<file path="config.mk">
export PLATFORM = sky130hd
export DESIGN_NAME = uart_core
export DESIGN_NICKNAME = d
export VERILOG_FILES = /design/src/rtl/uart_core.sv
export SDC_FILE = /design/constraint.sdc
export NUM_CORES = 1
export LEC_CHECK = 0
export CORE_UTILIZATION = 50
export CTS_CLUSTER_SIZE = 8
export DETAILED_ROUTE_END_ITERATION = 12
export PLACE_DENSITY = 0.7
export SYNTH_ARGS = -nofsm -noshare
export SYNTH_HDL_FRONTEND = slang
export SYNTH_SLANG_ARGS = --single-unit
export TNS_END_PERCENT = 30
</file>
<file path="constraint.sdc">
create_clock -name sysclk -period 5.9 [get_ports sysclk]
set_input_delay 1.18 -clock sysclk [delete_from_list [all_inputs] [get_ports sysclk]]
set_output_delay 1.18 -clock sysclk [all_outputs]
set_load 0.005 [all_outputs]
</file>
<file path="src/rtl/uart_core.sv">
// UART core: free-running x16 tick, TX serializer, 2-flop synchronized RX with mid-bit sampling.
// Define UART_RX_FIFO_EN for a FIFO_DEPTH-entry RX FIFO; the default build uses one holding register.
module uart_core #(
    parameter int CLK_DIV     = 326,
    parameter int DATA_BITS   = 8,
    parameter int PARITY_MODE = 0,
    parameter int STOP_BITS   = 1,
    parameter int FIFO_DEPTH  = 16
) (
    input  logic       sysclk,
    input  logic       reset_n,
    input  logic [7:0] tx_data,
    input  logic       tx_valid,
    output logic       tx_ready,
    output logic [7:0] rx_data,
    output logic       rx_valid,
    input  logic       rx_ready,
    output logic       parity_err,
    output logic       frame_err,
    output logic       overrun,
    input  logic       uart_rxd,
    output logic       uart_txd
);
    localparam logic [7:0] DMASK   = 8'((1 << DATA_BITS) - 1);
    localparam logic       PAR_ODD = (PARITY_MODE == 2);
    localparam logic [2:0] LAST_D  = 3'(DATA_BITS - 1);
    localparam logic [2:0] LAST_S  = 3'(STOP_BITS - 1);

    typedef enum logic [2:0] {IDLE, START, DATA, PARITY, STOP} st_t;
    typedef struct packed { logic perr; logic ferr; logic [7:0] data; } rx_ent_t;

    logic [15:0] tick_cnt;
    logic        tick;
    assign tick = (tick_cnt == 16'(CLK_DIV - 1));

    always_ff @(posedge sysclk or negedge reset_n)
        if (!reset_n) tick_cnt <= '0;
        else          tick_cnt <= tick ? '0 : tick_cnt + 16'd1;

    // ---------------- TX ----------------
    st_t        tx_st, tx_st_n;
    logic [3:0] tx_sub, tx_sub_n;
    logic [2:0] tx_bit, tx_bit_n;
    logic [7:0] tx_byte, tx_byte_n;
    logic       tx_arm, tx_arm_n, txd_n;

    assign tx_ready = (tx_st == IDLE);

    always_ff @(posedge sysclk or negedge reset_n)
        if (!reset_n) begin
            tx_st <= IDLE; tx_sub <= '0; tx_bit <= '0; tx_byte <= '0; tx_arm <= 1'b0; uart_txd <= 1'b1;
        end else begin
            tx_st <= tx_st_n; tx_sub <= tx_sub_n; tx_bit <= tx_bit_n; tx_byte <= tx_byte_n;
            tx_arm <= tx_arm_n; uart_txd <= txd_n;
        end

    // tx_arm holds the line high after acceptance until the next tick starts the start bit
    always_comb begin
        tx_st_n = tx_st; tx_sub_n = tx_sub; tx_bit_n = tx_bit; tx_byte_n = tx_byte;
        tx_arm_n = tx_arm; txd_n = uart_txd;
        case (tx_st)
            IDLE: begin
                txd_n = 1'b1;
                if (tx_valid) begin
                    tx_byte_n = tx_data & DMASK;
                    tx_arm_n  = 1'b0;
                    tx_st_n   = START;
                end
            end
            START: if (tick) begin
                if (!tx_arm) begin
                    tx_arm_n = 1'b1; tx_sub_n = '0; txd_n = 1'b0;
                end else if (tx_sub == 4'd15) begin
                    tx_sub_n = '0; tx_bit_n = '0; txd_n = tx_byte[0]; tx_st_n = DATA;
                end else tx_sub_n = tx_sub + 4'd1;
            end
            DATA: if (tick) begin
                if (tx_sub == 4'd15) begin
                    tx_sub_n = '0;
                    if (tx_bit != LAST_D) begin
                        tx_bit_n = tx_bit + 3'd1;
                        txd_n    = tx_byte[tx_bit + 3'd1];
                    end else if (PARITY_MODE != 0) begin
                        txd_n   = ^tx_byte ^ PAR_ODD;
                        tx_st_n = PARITY;
                    end else begin
                        txd_n = 1'b1; tx_bit_n = '0; tx_st_n = STOP;
                    end
                end else tx_sub_n = tx_sub + 4'd1;
            end
            PARITY: if (tick) begin
                if (tx_sub == 4'd15) begin
                    tx_sub_n = '0; txd_n = 1'b1; tx_bit_n = '0; tx_st_n = STOP;
                end else tx_sub_n = tx_sub + 4'd1;
            end
            STOP: if (tick) begin
                if (tx_sub == 4'd15) begin
                    tx_sub_n = '0;
                    if (tx_bit == LAST_S) tx_st_n = IDLE;
                    else                  tx_bit_n = tx_bit + 3'd1;
                end else tx_sub_n = tx_sub + 4'd1;
            end
            default: tx_st_n = IDLE;
        endcase
    end

    // ---------------- RX ----------------
    logic       rxd_s1, rxd_s2, rxd_d;
    st_t        rx_st, rx_st_n;
    logic [3:0] rx_sub, rx_sub_n;
    logic [2:0] rx_bit, rx_bit_n;
    logic [7:0] rx_byte, rx_byte_n;
    logic       rx_par, rx_par_n;
    logic       push;
    rx_ent_t    push_ent;

    always_ff @(posedge sysclk or negedge reset_n)
        if (!reset_n) begin
            rxd_s1 <= 1'b1; rxd_s2 <= 1'b1; rxd_d <= 1'b1;
            rx_st <= IDLE; rx_sub <= '0; rx_bit <= '0; rx_byte <= '0; rx_par <= 1'b0;
        end else begin
            rxd_s1 <= uart_rxd; rxd_s2 <= rxd_s1; rxd_d <= rxd_s2;
            rx_st <= rx_st_n; rx_sub <= rx_sub_n; rx_bit <= rx_bit_n;
            rx_byte <= rx_byte_n; rx_par <= rx_par_n;
        end

    always_comb begin
        rx_st_n = rx_st; rx_sub_n = rx_sub; rx_bit_n = rx_bit; rx_byte_n = rx_byte; rx_par_n = rx_par;
        push          = 1'b0;
        push_ent.perr = (PARITY_MODE != 0) && (^rx_byte ^ rx_par ^ PAR_ODD);
        push_ent.ferr = ~rxd_s2;
        push_ent.data = rx_byte;
        case (rx_st)
            IDLE: if (rxd_d && !rxd_s2) begin
                rx_st_n = START; rx_sub_n = '0; rx_byte_n = '0;
            end
            START: if (tick) begin
                if (rx_sub == 4'd7) begin
                    if (rxd_s2) rx_st_n = IDLE;
                    else begin rx_sub_n = '0; rx_bit_n = '0; rx_st_n = DATA; end
                end else rx_sub_n = rx_sub + 4'd1;
            end
            DATA: if (tick) begin
                if (rx_sub == 4'd15) begin
                    rx_sub_n = '0;
                    rx_byte_n[rx_bit] = rxd_s2;
                    if (rx_bit == LAST_D) rx_st_n = (PARITY_MODE != 0) ? PARITY : STOP;
                    else                  rx_bit_n = rx_bit + 3'd1;
                end else rx_sub_n = rx_sub + 4'd1;
            end
            PARITY: if (tick) begin
                if (rx_sub == 4'd15) begin
                    rx_sub_n = '0; rx_par_n = rxd_s2; rx_st_n = STOP;
                end else rx_sub_n = rx_sub + 4'd1;
            end
            STOP: if (tick) begin
                if (rx_sub == 4'd15) begin
                    rx_sub_n = '0; push = 1'b1; rx_st_n = IDLE;
                end else rx_sub_n = rx_sub + 4'd1;
            end
            default: rx_st_n = IDLE;
        endcase
    end

    // ---------------- RX buffering ----------------
    logic    pop, wr_en, drop;
    rx_ent_t head;
    assign pop  = rx_valid && rx_ready;
    assign drop = push && !wr_en;

`ifdef UART_RX_FIFO_EN
    localparam int AW = (FIFO_DEPTH > 1) ? $clog2(FIFO_DEPTH) : 1;
    rx_ent_t       mem [FIFO_DEPTH];
    logic [AW-1:0] wr_ptr, rd_ptr;
    logic [AW:0]   count;
    logic          full;

    assign full     = (32'(count) == FIFO_DEPTH);
    assign wr_en    = push && (!full || pop);
    assign rx_valid = (count != '0);
    assign head     = mem[rd_ptr];

    always_ff @(posedge sysclk)
        if (wr_en) mem[wr_ptr] <= push_ent;

    always_ff @(posedge sysclk or negedge reset_n)
        if (!reset_n) begin
            wr_ptr <= '0; rd_ptr <= '0; count <= '0;
        end else begin
            if (wr_en) wr_ptr <= wr_ptr + 1'b1;
            if (pop)   rd_ptr <= rd_ptr + 1'b1;
            count <= count + {{AW{1'b0}}, wr_en} - {{AW{1'b0}}, pop};
        end
`else
    rx_ent_t hold;
    logic    hold_vld;

    assign wr_en    = push && (!hold_vld || pop);
    assign rx_valid = hold_vld;
    assign head     = hold;

    always_ff @(posedge sysclk or negedge reset_n)
        if (!reset_n) begin
            hold <= '0; hold_vld <= 1'b0;
        end else if (wr_en) begin
            hold <= push_ent; hold_vld <= 1'b1;
        end else if (pop) hold_vld <= 1'b0;
`endif

    assign rx_data    = rx_valid ? head.data : 8'h00;
    assign parity_err = rx_valid & head.perr;
    assign frame_err  = rx_valid & head.ferr;

    always_ff @(posedge sysclk or negedge reset_n)
        if (!reset_n) overrun <= 1'b0;
        else          overrun <= drop;
endmodule

</file>
==> metrics.txt, run 1 <==
# TYPE chip_impl_metric gauge
chip_impl_metric{name="postLayoutSetupSlackWorst",unit="ps"} 2830
chip_impl_metric{name="number_of_instances_in_the_synthesized_netlist",unit=""} 346
chip_impl_metric{name="synth-edff-count",unit=""} 0
chip_impl_metric{name="clock_path_buffers",unit=""} 2
chip_impl_metric{name="gpl.final_weighted_congestion",unit=""} 0.858
chip_impl_metric{name="grt_antenna_before_repair",unit=""} 0
chip_impl_metric{name="power.density_cell_area",unit="mW/mm²"} 235
chip_impl_metric{name="clock_net_sink_count",unit=""} 68
chip_impl_info{name="regToRegStartpoint",value="tick_cnt[1]$_DFF_PN0_"} 1
chip_impl_metric{name="clkLatencyLatePin",unit="ps"} 340
chip_impl_info{name="cp_cell_sequence",value="inv_1 -> ha_1 -> nor4bb_1 -> and4_1 -> nand4_1 -> nor2b_1 -> mux2_1"} 1
chip_impl_metric{name="wire_per_inst",unit="µm"} 14.2
chip_impl_metric{name="static-leakage-power",unit="µW"} 0.00174
chip_impl_info{name="crit_slowest_cell",value="and4_1"} 1
chip_impl_metric{name="worst-r2r-setup-slack",unit="ps"} 2830
chip_impl_metric{name="routed_wl",unit="µm"} 6610
chip_impl_metric{name="num_antenna_cells",unit=""} 0
chip_impl_metric{name="grt.total_usage",unit="%"} 19.5
chip_impl_metric{name="worst_r2r_path_depth",unit=""} 7
chip_impl_info{name="worst_hold_path_class",value="reg2reg"} 1
chip_impl_info{name="rsz_0062_raised_after_global_routing",value="no"} 1
chip_impl_info{name="worst_setup_path_start_kind",value="flop"} 1
chip_impl_metric{name="routed_via_density",unit=""} 5.55
chip_impl_info{name="outcome",value="completed"} 1
chip_impl_metric{name="worst_ep_required_time",unit="ps"} 6120
chip_impl_metric{name="top_level_ports",unit=""} 27
chip_impl_metric{name="cts.hold.buffers_added",unit=""} 0
chip_impl_metric{name="numnets_final",unit=""} 388
chip_impl_metric{name="whs_path_cells",unit=""} 0
chip_impl_metric{name="syn-num-nets",unit=""} 368
chip_impl_metric{name="layout_min_cycle_time",unit="ps"} 3070
chip_impl_metric{name="report.final.setup_viol",unit=""} 0
chip_impl_metric{name="number_of_buffers_created_by_cts",unit=""} 9
chip_impl_metric{name="die_h",unit="µm"} 86.3
chip_impl_info{name="path_class",value="reg2reg"} 1
chip_impl_metric{name="layout.core_utilization",unit="%"} 59.0
chip_impl_metric{name="synth_sequential_area_ratio",unit="%"} 48.0
chip_impl_info{name="worst_hold_startpoint",value="rxd_s1$_DFF_PN1_"} 1
chip_impl_metric{name="dr.first_iter.drc_count",unit=""} 178
chip_impl_metric{name="post_cts.resized_instances",unit=""} 0
chip_impl_metric{name="vias",unit=""} 2588
chip_impl_metric{name="grt.overflow.total",unit=""} 0
chip_impl_metric{name="synth_top_cell_area_share",unit="%"} 45.1
chip_impl_metric{name="gr-usage-met3",unit="%"} 4.10
chip_impl_metric{name="groute.layer.met2.usage",unit="%"} 30.2
chip_impl_metric{name="ys_ff_latch",unit=""} 68
chip_impl_metric{name="number_of_synthesis_warnings",unit=""} 0
chip_impl_metric{name="num_rows",unit=""} 30
chip_impl_metric{name="netlist-cell-type-count",unit=""} 57
chip_impl_info{name="critical_path.top_delay_family",value="simple AND/OR/NAND/NOR gates"} 1
chip_impl_metric{name="initial_core_util",unit="%"} 52.0
chip_impl_metric{name="ys_async_sr_fraction",unit="%"} 100
chip_impl_metric{name="fin_setup_tns",unit="ps"} 0
chip_impl_metric{name="path_clk_slew",unit="ps"} 70
chip_impl_metric{name="drtPass1Iterations",unit=""} 4
chip_impl_metric{name="worstPathArrival",unit="ps"} 3290
chip_impl_info{name="cts.root.buffer_cell",value="clkbuf_8"} 1
chip_impl_metric{name="worst_slew_margin_rel",unit="%"} 42.8
chip_impl_metric{name="postCtsSetupBuffers",unit=""} 0
chip_impl_metric{name="first_pass_grt_wire_length",unit="µm"} 11300
chip_impl_metric{name="tightestPinTransition",unit="ps"} 859
chip_impl_metric{name="maximum_clock_rate",unit="GHz"} 0.325
chip_impl_metric{name="maxSlewViolCount",unit=""} 0
chip_impl_metric{name="remaining_drc_errors",unit=""} 0
chip_impl_metric{name="ir_worst_vdd",unit="mV"} 0.117
chip_impl_metric{name="syn_area",unit="mm²"} 0.00355
chip_impl_metric{name="cts_htree_levels",unit=""} 3
chip_impl_info{name="critical_path.endpoint_type",value="flop"} 1
chip_impl_metric{name="area.growth.synth_to_final",unit="%"} 13.4
chip_impl_metric{name="min_period_over_period",unit="%"} 52.1
chip_impl_metric{name="first_global_vias",unit=""} 2435
chip_impl_metric{name="final-hold-violation-count",unit=""} 0
chip_impl_metric{name="drive_gt1_share",unit="%"} 10.8
chip_impl_metric{name="preCtsSetupSlack",unit="ps"} 2780
chip_impl_info{name="worstReg2RegEnd",value="head[7]$_DFFE_PN0P_"} 1
chip_impl_metric{name="synth_area_per_cell",unit="µm²"} 10.3
chip_impl_info{name="hold_path_end",value="rxd_s2$_DFF_PN1_"} 1
chip_impl_metric{name="max_cap_violations",unit=""} 0
chip_impl_metric{name="fp.dieW",unit="µm"} 86.3
chip_impl_metric{name="grt_use_met1",unit="%"} 26.7
chip_impl_metric{name="buffer_ports.inserted",unit=""} 25
chip_impl_info{name="synth_area_leader",value="dfrtp_1"} 1
chip_impl_metric{name="critPathMaxFanout",unit=""} 22
chip_impl_metric{name="finalClockSkew",unit="ps"} 7.81
chip_impl_metric{name="die_area",unit="mm²"} 0.00745
chip_impl_metric{name="path_buf_inv",unit=""} 1
chip_impl_info{name="synth.area.top_cells",value="dfrtp_1 (45%), nand2_1 (3.7%), nor2_1 (3.3%)"} 1
chip_impl_metric{name="dp_hpwl",unit="µm"} 4610
chip_impl_metric{name="largest_incremental_delay_on_the_critical_path",unit="ps"} 800
chip_impl_metric{name="grt_start_max_net_pins",unit=""} 69
chip_impl_metric{name="final_antenna_net_count",unit=""} 0
chip_impl_info{name="cts_tree",value="yes"} 1
chip_impl_info{name="globalRoute.busiestLayer",value="met2"} 1
chip_impl_metric{name="coreArea",unit="mm²"} 0.00683
chip_impl_info{name="synth_flop_cell",value="dfrtp_1"} 1
area by class of cell:
type	count	area, µm²
Clock buffer	10	138
Timing Repair Buffer	26	253
Inverter	11	41.3
Clock inverter	5	52.6
Sequential cell	68	1710
Multi-Input combinational cell	250	1720
Fill cell	601	2800
Tap cell	96	120
report_power, final:
group	internal, µW	switching (µW)
registers	486	16.3
logic	35.3	40.7
clock network	202	169
cells in the mapped netlist, drive strengths merged (2+ instances only):
library cell  count
dfrtp            64
nand2            35
nor2             31
mux2             20
o21ai            17
nand3            15
and2             11
inv              11
nand2b           10
o211ai           10
clkbuf            9
ha                9
nand4             9
buf               8
xnor2             8
a21oi             7
mux2i             7
xor2              7
nand3b            6
and3              5
o311ai            5
dfstp             4
nor3              4
o31ai             4
nor2b             3
nor3b             3
and4              2
nor4              2
or2               2
cell families (layout without fill, tap and decap cells):
kind of cell             Yosys count  after routing  share of synthesized area (%)
AND/OR/NAND/NOR                  141            141                           20.4
flip-flops                        68             68                           48.0
AO/OA/AOI/OAI                     56             56                           12.1
multiplexers                      28             28                           8.94
buffers and inverters             28             52                           3.55
XOR/XNOR                          15             15                           3.70
adder cells (fa/ha/maj)            9              9                           3.17
other                              1              1                          0.105
routing by layer:
layer  vias up  part of all wire, %
li1       1263                    -
met2        37                   45
met4         0                  2.0
met3        12                  2.7
met5         -                    0
met1      1276                   50
sequential cells by signal, summed over array words and instances, names as in the netlist, 3 cells and up:
name	flops
tx_bit	3
rx_sub	4
rx_byte	8
tx_byte	8
tx_sub	4
head	9
tick_cnt	16
tx_st	3
rx_bit	3
rx_st	3
stage by stage:
stage | std cells | power (µW) | instance area, µm² | hold slack [ps]
finish | 466 | 949 | 4030 | 357
global route | 466 | 993 | 4030 | 359
CTS | 466 | 960 | 4030 | 357
detailed placement | 451 | 587 | 3840 | 347
global placement | 451 | 585 | 3840 | 346
floorplan | 346 | 555 | 3550 | 345
worst max path at each step:
stage / start / end / cells past startpoint
5_1_grt: tick_cnt[1]$_DFF_PN0_ / head[8]$_DFFE_PN0P_ / 7
4_1_cts: tick_cnt[1]$_DFF_PN0_ / head[7]$_DFFE_PN0P_ / 7
3_3_place_gp: tick_cnt[1]$_DFF_PN0_ / head[6]$_DFFE_PN0P_ / 7
3_5_place_dp: tick_cnt[1]$_DFF_PN0_ / head[7]$_DFFE_PN0P_ / 7
6_report: tick_cnt[1]$_DFF_PN0_ / head[7]$_DFFE_PN0P_ / 7
2_1_floorplan: rx_ready / head[0]$_DFFE_PN0P_ / 4
layout by cell type, fill, tap and decap left out, types with 3 or more instances in the layout:
cell type         n
o311ai_0          5
dfstp_2           4
a21oi_1           7
and3_1            5
dfrtp_1          64
clkbuf_8         10
and2_1           11
nand3_1          15
o21ai_1          10
o21ai_0           6
clkdlybuf4s50_1  24
inv_1            11
mux2i_1           7
nor3_1            4
xnor2_1           8
ha_1              9
o211ai_1          8
mux2_2           10
nor2_1           31
nand3b_1          6
nand2b_1         10
mux2_1           10
nand2_1          35
nand4_1           9
nor2b_1           3
clkinv_2          3
xor2_1            7
Power figures use the tool's default switching activity.
==> run 2: changes to the inputs <==
- PLACE_DENSITY: 0.7 -> 0.73
- clock period: 5.9 -> 2.75 ns (I/O delays scaled with it)
==> run 2 against run 1 <==
Against the previous run: clock power rose by 100%; via count is 0.46% higher; critical path type unchanged; flip-flop and latch count unchanged; first-iteration DRC count increased by 10%; design area up 0.81%; maximum frequency up 32%; combinational power grew 120%; setup slack worse by 2400 ps.
==> metrics.txt, run 2 (synthesis results as in run 1) <==
# TYPE chip_impl_metric gauge
chip_impl_metric{name="number_of_buffers_created_by_cts",unit=""} 9
chip_impl_metric{name="static-leakage-power",unit="µW"} 0.00176
chip_impl_metric{name="top_level_ports",unit=""} 27
chip_impl_metric{name="max_cap_violations",unit=""} 0
chip_impl_metric{name="min_period_over_period",unit="%"} 84.7
chip_impl_metric{name="area.growth.synth_to_final",unit="%"} 14.4
chip_impl_metric{name="dr.first_iter.drc_count",unit=""} 196
chip_impl_metric{name="path_buf_inv",unit=""} 2
chip_impl_metric{name="layout_min_cycle_time",unit="ps"} 2330
chip_impl_metric{name="worst_ep_required_time",unit="ps"} 2970
chip_impl_metric{name="holdWs",unit="ps"} 218
chip_impl_metric{name="final_antenna_net_count",unit=""} 0
chip_impl_metric{name="buffer_ports.inserted",unit=""} 25
chip_impl_info{name="path_class",value="reg2reg"} 1
chip_impl_metric{name="numnets_final",unit=""} 392
chip_impl_metric{name="first_pass_grt_wire_length",unit="µm"} 11800
chip_impl_metric{name="routed_wl",unit="µm"} 6430
chip_impl_metric{name="initial_core_util",unit="%"} 52.0
chip_impl_metric{name="worstPathArrival",unit="ps"} 2540
chip_impl_metric{name="cts.hold.buffers_added",unit=""} 0
chip_impl_info{name="cts_tree",value="yes"} 1
chip_impl_metric{name="grt.total_usage",unit="%"} 20.1
chip_impl_metric{name="grt.overflow.total",unit=""} 0
chip_impl_metric{name="fp.dieW",unit="µm"} 86.3
chip_impl_metric{name="coreArea",unit="mm²"} 0.00683
chip_impl_metric{name="maxSlewViolCount",unit=""} 0
chip_impl_metric{name="maximum_clock_rate",unit="GHz"} 0.430
chip_impl_info{name="outcome",value="completed"} 1
chip_impl_info{name="worst_setup_path_start_kind",value="flop"} 1
chip_impl_metric{name="power.density_cell_area",unit="mW/mm²"} 488
chip_impl_metric{name="path_clk_slew",unit="ps"} 70
chip_impl_metric{name="die_area",unit="mm²"} 0.00745
chip_impl_metric{name="post_cts.resized_instances",unit=""} 0
chip_impl_metric{name="clock_net_sink_count",unit=""} 68
chip_impl_metric{name="regArea",unit="mm²"} 0.00171
chip_impl_metric{name="dp_hpwl",unit="µm"} 4560
chip_impl_metric{name="drive_gt1_share",unit="%"} 11.7
chip_impl_info{name="regMostFlops",value="tick_cnt"} 1
chip_impl_metric{name="postCtsSetupBuffers",unit=""} 0
chip_impl_info{name="cts.root.buffer_cell",value="clkbuf_8"} 1
chip_impl_metric{name="first_global_vias",unit=""} 2631
chip_impl_metric{name="clkLatencyLatePin",unit="ps"} 330
chip_impl_metric{name="largest_incremental_delay_on_the_critical_path",unit="ps"} 490
chip_impl_metric{name="fin_setup_tns",unit="ps"} 0
chip_impl_metric{name="ir_worst_vdd",unit="mV"} 0.271
chip_impl_metric{name="grt_start_max_net_pins",unit=""} 69
chip_impl_info{name="worst_hold_path_class",value="in2async"} 1
chip_impl_metric{name="wire_per_inst",unit="µm"} 13.7
chip_impl_metric{name="multi_input_combinational_cell_area",unit="mm²"} 0.00172
chip_impl_metric{name="layout.filler_cells",unit=""} 576
chip_impl_info{name="mostFrequentLayoutCell",value="dfrtp_1"} 1
chip_impl_info{name="rsz_0062_raised_after_global_routing",value="no"} 1
chip_impl_metric{name="grt_antenna_before_repair",unit=""} 0
chip_impl_metric{name="cts_htree_levels",unit=""} 3
chip_impl_metric{name="die_h",unit="µm"} 86.3
chip_impl_info{name="critical_path.top_delay_family",value="simple AND/OR/NAND/NOR gates"} 1
chip_impl_info{name="cp_cell_sequence",value="inv_1 -> ha_1 -> nor4bb_1 -> and4_1 -> nand4_1 -> nor2b_1 -> buf_4 -> mux2_1"} 1
chip_impl_metric{name="largest_register_ffs",unit=""} 16
chip_impl_info{name="critical_path.endpoint_type",value="flop"} 1
chip_impl_metric{name="report.final.setup_viol",unit=""} 0
chip_impl_metric{name="clock_path_buffers",unit=""} 2
chip_impl_metric{name="vias",unit=""} 2600
chip_impl_info{name="commonest_non_fill_non_tap_cells_in_the_layout",value="dfrtp_1 (64), nand2_1 (35), nor2_1 (31), clkdlybuf4s50_1 (24), nand3_1 (15)"} 1
chip_impl_metric{name="gpl.final_weighted_congestion",unit=""} 0.817
chip_impl_metric{name="critPathMaxFanout",unit=""} 10
chip_impl_metric{name="drtPass1Iterations",unit=""} 4
chip_impl_metric{name="remaining_drc_errors",unit=""} 0
chip_impl_metric{name="num_rows",unit=""} 30
chip_impl_metric{name="num_antenna_cells",unit=""} 0
chip_impl_metric{name="routed_via_density",unit=""} 5.52
chip_impl_info{name="crit_slowest_cell",value="and4_1"} 1
chip_impl_metric{name="final-hold-violation-count",unit=""} 0
chip_impl_metric{name="finalClockSkew",unit="ps"} 9.75
run 2: cell types whose count changed in the layout (fill, tap and decap cells not counted):
cell,delta
buf_4,+3
buf_12,+1
bufinv_16,-1
clkbuf_1,+1
clkbuf_8,+1
clkinv_2,-1
clkinvlp_4,+1
run 2: routing by layer:
| metal | wire length, µm | vias up | part of all wire, % | global-route usage (%) |
|---|---|---|---|---|
| li1 | - | 1279 | - | - |
| met1 | 3090 | 1257 | 48 | 26.8 |
| met2 | 3030 | 56 | 47 | 32.3 |
| met3 | 230 | 8 | 3.6 | 3.14 |
| met4 | 87 | 0 | 1.4 | 9.24 |
| met5 | 0 | - | 0 | 0 |
run 2: metrics by stage:
stage	cells	cell area, µm²	worst slack [ps]	util [%]	power [µW]
global route	471	4070	176	59.5	2080
floorplan	346	3550	835	-	1190
global placement	455	3880	474	56.9	1250
detailed placement	455	3880	412	56.9	1260
CTS	471	4070	409	59.5	2010
finish	471	4070	422	59.5	1990
run 2: area by class of cell:
cell class / instances / area share, %
inverters: 11 / 1.02
repair buffers: 30 / 7.26
multi-input cells: 250 / 42.4
well taps: 96 / 2.95
clock inverters: 4 / 0.616
flip-flops and latches: 68 / 42.0
clock buffers: 12 / 3.82
run 2: worst register-to-register path: stages (launching register included):
cell and delay (ps):
dfrtp_1 400, inv_1 70, ha_1 130, nor4bb_1 210
and4_1 490, nand4_1 240, nor2b_1 200, buf_4 170
mux2_1 310
run 2: final timing paths:
check	from	slack, ps	depth (start not counted)	endpoint
min reg2reg	rxd_s1$_DFF_PN1_	360	0	rxd_s2$_DFF_PN1_
max reg2reg	tick_cnt[1]$_DFF_PN0_	420	8	head[3]$_DFFE_PN0P_
max in group asynchronous	reset_n	2210	2	rxd_s1$_DFF_PN1_
min in group sysclk	rxd_s1$_DFF_PN1_	360	0	rxd_s2$_DFF_PN1_
max	tick_cnt[1]$_DFF_PN0_	420	8	head[3]$_DFFE_PN0P_
min	reset_n	220	2	tx_sub[2]$_DFFE_PN0P_
run 2: power breakdown:
part | leakage [µW] | internal, µW | switching [µW] | total, µW
sequential | 0.000899 | 1040 | 36.2 | 1080
clock | 0.0000884 | 374 | 370 | 744
combinational | 0.000774 | 77.6 | 86.0 | 164
==> run 3: changes to the inputs <==
- PLACE_DENSITY: 0.73 -> 0.7
- clock period: 2.75 -> 2.2 ns (I/O delays scaled with it)
==> run 3 against run 2 <==
Against the previous run: non-clock buffer count rose by 7; die area did not move; clock-buffer cell count unchanged; combinational power grew 26%; flip-flop and latch count unchanged; register-to-register slack got worse by 280 ps; clock power is 59% higher; critical path depth is 6 lower; sequential share of layout area fell by 1.4 points; core utilization increased by 2.0 points; sequential power increased by 25%; global-route usage barely moved.
==> metrics.txt, run 3 (synthesis results as in run 1) <==
# TYPE chip_impl_metric gauge
chip_impl_metric{name="clkLatencyLatePin",unit="ps"} 340
chip_impl_metric{name="postLayoutSetupSlackWorst",unit="ps"} 91.5
chip_impl_metric{name="swShare",unit="%"} 22.1
chip_impl_info{name="commonest_non_fill_non_tap_cells_in_the_layout",value="dfrtp_1 (64), nand2_1 (35), nor2_1 (31), clkdlybuf4s50_1 (24), nand3_1 (15)"} 1
chip_impl_info{name="mostFrequentLayoutCell",value="dfrtp_1"} 1
chip_impl_metric{name="remaining_drc_errors",unit=""} 0
chip_impl_info{name="path_class",value="reg2out"} 1
chip_impl_metric{name="maximum_clock_rate",unit="GHz"} 0.474
chip_impl_metric{name="clkPwrFrac",unit="%"} 43.2
chip_impl_metric{name="worst_r2r_path_depth",unit=""} 8
chip_impl_metric{name="cts.hold.buffers_added",unit=""} 0
chip_impl_metric{name="first_pass_grt_wire_length",unit="µm"} 11600
chip_impl_metric{name="die_h",unit="µm"} 86.3
chip_impl_metric{name="routed_via_density",unit=""} 5.46
chip_impl_metric{name="coreArea",unit="mm²"} 0.00683
chip_impl_metric{name="max_cap_violations",unit=""} 0
chip_impl_info{name="cts_tree",value="yes"} 1
chip_impl_metric{name="grt_antenna_before_repair",unit=""} 0
chip_impl_metric{name="layout_min_cycle_time",unit="ps"} 2110
chip_impl_metric{name="internal_power",unit="µW"} 2130
chip_impl_metric{name="dr.first_iter.drc_count",unit=""} 141
chip_impl_info{name="worst_hold_path_class",value="in2async"} 1
chip_impl_metric{name="area.growth.synth_to_final",unit="%"} 18.2
chip_impl_metric{name="largest_register_ffs",unit=""} 16
chip_impl_info{name="outcome",value="completed"} 1
chip_impl_metric{name="fin_setup_tns",unit="ps"} 0
chip_impl_metric{name="combinationalPowerShare",unit="%"} 7.5
chip_impl_metric{name="layout.core_utilization",unit="%"} 61.5
chip_impl_metric{name="net-switching-power",unit="µW"} 605
chip_impl_metric{name="vias",unit=""} 2608
chip_impl_metric{name="path_clk_slew",unit="ps"} 70
chip_impl_metric{name="worst-r2r-setup-slack",unit="ps"} 140
chip_impl_metric{name="report.final.setup_viol",unit=""} 0
chip_impl_metric{name="preCtsSetupSlack",unit="ps"} 92.5
chip_impl_metric{name="num_antenna_cells",unit=""} 0
chip_impl_metric{name="fp.dieW",unit="µm"} 86.3
chip_impl_metric{name="clock_net_sink_count",unit=""} 68
chip_impl_metric{name="final-hold-violation-count",unit=""} 0
chip_impl_metric{name="wire_per_inst",unit="µm"} 13.4
chip_impl_metric{name="maxSlewViolCount",unit=""} 0
chip_impl_metric{name="grt.overflow.total",unit=""} 0
chip_impl_metric{name="worstPathArrival",unit="ps"} 1670
chip_impl_metric{name="routed_wl",unit="µm"} 6430
chip_impl_metric{name="drtPass1Iterations",unit=""} 4
chip_impl_metric{name="grt_start_max_net_pins",unit=""} 35
chip_impl_info{name="regToRegStartpoint",value="tick_cnt[1]$_DFF_PN0_"} 1
chip_impl_metric{name="num_rows",unit=""} 30
chip_impl_metric{name="gpl.final_weighted_congestion",unit=""} 0.832
chip_impl_metric{name="number_of_buffers_created_by_cts",unit=""} 9
chip_impl_metric{name="die_area",unit="mm²"} 0.00745
chip_impl_metric{name="static-leakage-power",unit="µW"} 0.00184
chip_impl_info{name="worst_setup_path_start_kind",value="flop"} 1
chip_impl_metric{name="min_period_over_period",unit="%"} 95.8
chip_impl_info{name="worstReg2RegEnd",value="head[7]$_DFFE_PN0P_"} 1
chip_impl_info{name="cts.root.buffer_cell",value="clkbuf_8"} 1
chip_impl_metric{name="dp_hpwl",unit="µm"} 4580
chip_impl_metric{name="power.density_cell_area",unit="mW/mm²"} 651
chip_impl_metric{name="final_antenna_net_count",unit=""} 0
chip_impl_metric{name="critPathMaxFanout",unit=""} 11
chip_impl_info{name="critical_path.endpoint_type",value="output pin"} 1
chip_impl_metric{name="drive_gt1_share",unit="%"} 14.4
chip_impl_metric{name="worst_ep_required_time",unit="ps"} 1760
chip_impl_metric{name="finalClockSkew",unit="ps"} 7.47
chip_impl_metric{name="cts_htree_levels",unit=""} 3
chip_impl_metric{name="numnets_final",unit=""} 399
chip_impl_metric{name="clock_path_buffers",unit=""} 2
chip_impl_metric{name="buffer_ports.inserted",unit=""} 25
chip_impl_metric{name="ir_worst_vdd",unit="mV"} 0.460
chip_impl_metric{name="top_level_ports",unit=""} 27
chip_impl_metric{name="worst_slew_margin_rel",unit="%"} 62.8
chip_impl_metric{name="first_global_vias",unit=""} 2453
chip_impl_metric{name="initial_core_util",unit="%"} 52.0
chip_impl_metric{name="p_seq_share",unit="%"} 49.3
chip_impl_metric{name="grt.total_usage",unit="%"} 20.1
chip_impl_info{name="regMostFlops",value="tick_cnt"} 1
chip_impl_metric{name="tightestPinTransition",unit="ps"} 552
## run 3: power groups by stage
stage / clock, µW / combinational, µW / sequential (µW)
4_1_cts: 1220 / 211 / 1350
3_3_place_gp: 0 / 203 / 1370
6_report: 1180 / 206 / 1350
3_5_place_dp: 0 / 209 / 1370
2_1_floorplan: 0 / 134 / 1350
5_1_grt: 1270 / 241 / 1360
## run 3: worst max-delay path by stage
stage	to	from
2_1_floorplan	uart_txd$_DFFE_PN1P_	tx_bit[0]$_DFFE_PN0P_
3_3_place_gp	uart_txd$_DFFE_PN1P_	tx_bit[0]$_DFFE_PN0P_
3_5_place_dp	head[4]$_DFFE_PN0P_	tick_cnt[1]$_DFF_PN0_
4_1_cts	tx_ready	tx_st[1]$_DFFE_PN0P_
5_1_grt	head[4]$_DFFE_PN0P_	tick_cnt[1]$_DFF_PN0_
6_report	tx_ready	tx_st[1]$_DFFE_PN0P_
## run 3: cell type report
cell class	instances	area, µm²
inverters	11	41.3
repair buffers	37	364
clock buffers	12	165
flip-flops and latches	68	1710
fillers	582	2630
clock inverters	4	70.1
well taps	96	120
multi-input cells	250	1730
## run 3: timing repair
action,CTS,global route
gates resized for setup,0,4
buffers inserted,0,1
endpoints found under the setup margin,0,11
## run 3: per-layer routing
| metal | track usage [%] | vias up | wire length, µm |
|---|---|---|---|
| met1 | 28.8 | 1245 | 3190 |
| met4 | 9.55 | 0 | 110 |
| li1 | - | 1301 | - |
| met3 | 3.90 | 9 | 199 |
| met2 | 29.4 | 53 | 2920 |
| met5 | 0 | - | 0 |
## run 3: through the flow
step / cells / instance area (µm²) / power [µW] / hold slack, ps
floorplan: 346 / 3550 / 1490 / 144
finish: 478 / 4200 / 2730 / 83.0
detailed placement: 461 / 3940 / 1580 / 347
global route: 478 / 4200 / 2870 / 121
global placement: 461 / 3940 / 1570 / 345
CTS: 477 / 4180 / 2780 / 91.0
## run 3: worst max-delay path: stages, from the launching register on
cell and delay (ps):
dfrtp_1 500, nor3_2 280, clkdlybuf4s50_1 550
